[src/rtl/pattern_fifo.sv]
// Pattern storage FIFO: registered storage only, so a push into an empty FIFO is poppable one cycle later.
module pattern_fifo #(
  parameter int DEPTH = 4,
  parameter int WIDTH = 10
) (
  input  logic             clk,
  input  logic             rst,
  input  logic             push,
  input  logic [WIDTH-1:0] din,
  input  logic             pop,
  output logic [WIDTH-1:0] dout,
  input  logic             flush,
  output logic             full,
  output logic             empty
);

  localparam int AW = $clog2(DEPTH);

  logic [WIDTH-1:0] mem [DEPTH];
  logic [AW:0]      wr_ptr;
  logic [AW:0]      rd_ptr;
  logic             do_push;
  logic             do_pop;

  assign full    = (wr_ptr[AW] != rd_ptr[AW]) && (wr_ptr[AW-1:0] == rd_ptr[AW-1:0]);
  assign empty   = (wr_ptr == rd_ptr);
  // A push coinciding with a flush is discarded along with the rest of the contents.
  assign do_push = push && !full && !flush;
  assign do_pop  = pop && !empty;
  assign dout    = mem[rd_ptr[AW-1:0]];

  always_ff @(posedge clk or posedge rst) begin
    if (rst) begin
      wr_ptr <= '0;
      rd_ptr <= '0;
    end else if (flush) begin
      wr_ptr <= '0;
      rd_ptr <= '0;
    end else begin
      if (do_push) wr_ptr <= wr_ptr + 1'b1;
      if (do_pop)  rd_ptr <= rd_ptr + 1'b1;
    end
  end

  always_ff @(posedge clk) begin
    if (do_push) mem[wr_ptr[AW-1:0]] <= din;
  end

endmodule

[config.mk]
export PLATFORM = sky130hd
export DESIGN_NAME = pattern_fifo
export DESIGN_NICKNAME = d
export VERILOG_FILES = /design/src/rtl/pattern_fifo.sv
export SDC_FILE = /design/constraint.sdc
export NUM_CORES = 1
export LEC_CHECK = 0
export ABC_CLOCK_PERIOD_IN_PS = 3860
export CAP_MARGIN = 20
export CORE_MARGIN = 1.5
export CORE_UTILIZATION = 58
export CTS_CLUSTER_DIAMETER = 60
export CTS_CLUSTER_SIZE = 40
export DETAILED_ROUTE_END_ITERATION = 8
export GPL_ROUTABILITY_DRIVEN = 0
export PLACE_DENSITY_LB_ADDON = 0.3
export SLEW_MARGIN = 0
export SYNTH_ARGS = -nofsm -noshare
export SYNTH_HDL_FRONTEND = slang
export SYNTH_SLANG_ARGS = --single-unit
[constraint.sdc]
create_clock -name clk -period 3.86 [get_ports clk]
set_input_delay 1.158 -clock clk [delete_from_list [all_inputs] [get_ports clk]]
set_output_delay 1.158 -clock clk [all_outputs]
set_load 0.02 [all_outputs]
# After elaboration in Yosys (flattened, before gate mapping)

Memories as Yosys holds them, arrays and structs flattened.
Index checks and enable logic that the tools add are counted.

Register bits: 6
Bits in writable memories: 40
Input port bits: 15
Output and inout bits: 12
Word-level logic and storage cells: 23
Memories kept: 1

Add/subtract/negate cells: 2
Equality and inequality tests: 3
Mux-type cells: 6
Reduce and logical (&&, ||, !) cells: 9

Memories:

| name | depth | bits a word | read ports | clocked after memory_dff | write ports | RTL line | RTL |
|---|---|---|---|---|---|---|---|
| mem  | 4     | 10          | 1          | 0                        | 1           | 19       | `logic [WIDTH-1:0] mem [DEPTH];` |

Operator list:

| operator              | count |
|---|---|
| $mux W3               | 4 |
| $add A3 B1 Y3 const B | 2 |
| $logic_and A1 B1 Y1   | 4 |
| $reduce_bool A2 Y1    | 2 |
| $eq A3 B3 Y1          | 1 |
| $logic_not A1 Y1      | 3 |
| $eq A2 B2 Y1          | 1 |
| $mux W1               | 2 |
| $ne A1 B1 Y1          | 1 |

# Depth between registers and ports, before layout

Word-level depth: 7
Gate-level depth with buffers: 5
Depth with buffers taken out: 4

# Worst setup path after synthesis

OpenSTA, ideal clock, no wires.

Path kind: input to register
Start: in flush
End: mem mem[3][0] (enable)
Library setup time: 397 ps
Arrival time: 2,387 ps
Required time: 3,463 ps
Slack: 1,076 ps
Stages: 3
Path buffers: 1
Cell sequence: buf_1 > nand2b_1 > a311oi_1

Cells in the longest elaborated chain, start to end: 4

Ends and longest elaborated chain:

| element                       | RTL line | RTL |
|---|---|---|
| start: declaration            | 12       | `input logic flush,` |
| $logic_not A1 Y1              | 28       | `assign do_push = push && !full && !flush;` |
| $logic_and A1 B1 Y1           | 28       |  |
| $mux W1                       | 46       | `if (do_push) mem[wr_ptr[AW-1:0]] <= din;` |
| $mux W1 (not written as such) | 46       |  |
| end: declaration              | 19       |  |

No other way between the ends.

# Worst setup path in the final report

Start: reg rd_ptr[1]
End: out full

Cells in the longest elaborated chain, start to end: 2

Ends and longest elaborated chain:

| element                  | RTL line | RTL |
|---|---|---|
| start: declaration       | 21       | `logic [AW:0] rd_ptr;` |
| start signal: assignment | 41       | `if (do_pop) rd_ptr <= rd_ptr + 1'b1;` |
| $eq A2 B2 Y1             | 25       | `assign full = (wr_ptr[AW] != rd_ptr[AW]) && (wr_ptr[AW-1:0] == rd_ptr[AW-1:0]);` |
| $logic_and A1 B1 Y1      | 25       |  |
| end: declaration         | 13       | `output logic full,` |

No other way between the ends.

==> out/qor.csv <==
metric;value;unit
final net count;168;
Ant. Diodes;0;
fin worst setup slack;0.424;ns
Clk pin slew, worst setup/hold paths;0.11;ns
leakage;0.815;nW
Rel. slew slack;0.567;
Critical Path RT;2.70;ns
H-tree Lvls;2;
largest net degree at the start of global routing;15;
crit-path cells;xnor2_2 > nand2_1 > nor2_1 > clkdlybuf4s50_1;
Power Density;635;nW/um2
Max Clock Skew;0.0128;ns
# DRC;0;
initial antenna violation count;0;
CTS tree;done;
Final setup viols;0;
register area;1350;um2
final hold vios;0;
Multi-input gate area;621;um2
RSZ-0062 raised after global routing;no;
cts hold-fix bufs;0;
CP Capture Type;primary output;
design area;2410;um2
via count;1164;
placed cell areas;2330;um2
post-layout util;0.723;
final WL;3560;um
GRT overflow;0;
number of global-route vias before repair;1139;
synthesized instance count;118;
CP top delay family;buffers and inverters;
I/O pin cnt;27;
Site Rows;21;
Hold Path Class;reg2reg;
Arr. time, crit path;2.28;ns
GRT Total Usage;0.210;
setup TNS;0;ns
Async SR Flop Fraction;0.130;
Crit path buffers/inverters;1;
crit-path max FO;11;
top achievable clock speed;291;MHz
Initial Util;0.606;
Worst-Margin Slew;0.648;ns
PostCTS Resize Cnt;0;
die width;62.0;um
EDFF count, synth;40;
DIE AREA;3850;um2
ys flop type;edfxtp_1;
max_cap viols;0;
# clock sinks;46;
postcts setup bufs;0;
Netlist Area Pre-Place;2020;um2
crit-path max cell delay;0.63;ns
initial DRC count;25;
Ys Warns;0;
Final min period;3.44;ns
Yosys cell types;31;
# port buffers;26;
Root Buffer;clkbuf_4;
HPWL Detailed;2440;um
vias per cell;5.97;
status;finished clean;
Area growth, synth to finish;19.3;%
final period utilization;0.890;
#FFs+latches synth;46;
share of layout cells above drive strength 1;0.168;
Post-Syn Nets;138;
Slowest cell on crit path;clkdlybuf4s50_1;
Yosys top cell by area;edfxtp_1;
Max Slew Vio Count;0;
ANT nets after route;0;
dpl ws;0.825;ns
cells taking the most area after synthesis;edfxtp_1, mux4_2, dfrtp_1;
sequential area share after synthesis;0.668;
critical path type;reg2out;
Setup crit start kind;flop;
fillers;214;
global-route wire length before repair;5470;um
Inserted Clock Buffers;5;
share of the synthesized area in the top cell type;0.594;
Die Y;62.0;um
core area;3340;um2
Longest Clk Path Bufs;2;
Max VDD drop;0.479;mV
Pre-Repair DR Iteration Count;4;
syn_area_per_cell;17.1;um2
clock latency on the worst-skew pair;0.35;ns
DR WL/cell;18.2;um
-- per-layer routing --
metal	share of wire	track usage	vias to the layer above
met5	0	0	-
met4	0.019	0.0881	0
met3	0.055	0.0642	8
met2	0.53	0.351	52
met1	0.39	0.252	577
li1	-	-	527
-- cell usage after synthesis (3+ instances only) --
library cell,instances
edfxtp_1,40
mux4_2,10
dfrtp_1,6
inv_1,6
ha_1,5
and2_1,4
o21ai_0,4
buf_2,3
nand2_1,3
nand3_1,3
nor2_1,3
-- final timing paths --
check | startpoint | cells past startpoint | slack, ns | endpoint
worst min register to register | wr_ptr[2] | 2 | 0.65 | wr_ptr[2]
worst max register to register | rd_ptr[1] | 3 | 1.81 | mem[2][1]
worst max-delay path | rd_ptr[1] | 4 | 0.42 | full
max in group asynchronous | rst | 2 | 2.63 | wr_ptr[2]
worst min-delay path | wr_ptr[2] | 2 | 0.65 | wr_ptr[2]
min in group asynchronous | rst | 2 | 1.02 | wr_ptr[0]
-- worst min-delay path: cells and delay by family, from the launching register on --
kind	cells	cell delay [ns]
AO/OA/AOI/OAI	1	0.07
AND/OR/NAND/NOR	1	0.09
flip-flops	1	0.46
-- layout make-up --
type                            instances  area share
Clock inverter                          3      0.0166
Inverter                                6     0.00934
Clock buffer                            5      0.0156
Timing Repair Buffer                   29       0.117
Sequential cell                        46       0.560
Multi-Input combinational cell         60       0.257
Tap cell                               46      0.0239
-- flip-flops by register name, summed over array words and instances, names as in the netlist --
name / cells
wr_ptr: 3
mem: 40
rd_ptr: 3
-- where the power goes --
part	leakage [nW]	internal [mW]	switching (mW)
clock	0.0450	0.134	0.144
combinational	0.325	0.290	0.315
sequential	0.444	0.597	0.0530
-- cells by family (layout without fill, tap and decap cells) --
group / count (synthesis) / count (layout) / share of synthesized area
and+or+nand+nor: 21 / 21 / 0.0582
DFF: 46 / 46 / 0.668
muxes: 10 / 10 / 0.111
adders and majority gates: 5 / 5 / 0.0309
buffers and inverters: 12 / 43 / 0.0278
AOI/OAI and AO/OA: 18 / 18 / 0.0662
xor gates and xnor gates: 6 / 6 / 0.0371
-- cells in the final DEF, fill, tap and decap left out, drive strengths merged --
cell	instances
nand3	3
a41oi	2
bufinv	1
clkdlybuf4s50	26
nand2b	2
inv	6
dfrtp	6
a2bb2oi	2
a311oi	2
nand4	2
xnor2	3
o311ai	2
or2b	1
or4	1
nor2	3
a211o	1
a31oi	2
nand2	3
edfxtp	40
clkinv	2
nor3b	2
and2	4
clkbuf	5
o211ai	2
mux4	10
ha	5
a21o	1
xor2	3
buf	3
o21ai	4
-- metrics by stage --
stage          power [mW]  hold WS [ns]  instances
2_1_floorplan        1.05         0.583        118
3_3_place_gp         1.25         0.612        187
3_5_place_dp         1.26         0.638        187
4_1_cts              1.54         0.658        195
5_1_grt              1.62         0.690        195
6_report             1.53         0.655        195
No activity file was read; power rests on OpenSTA's default activity.
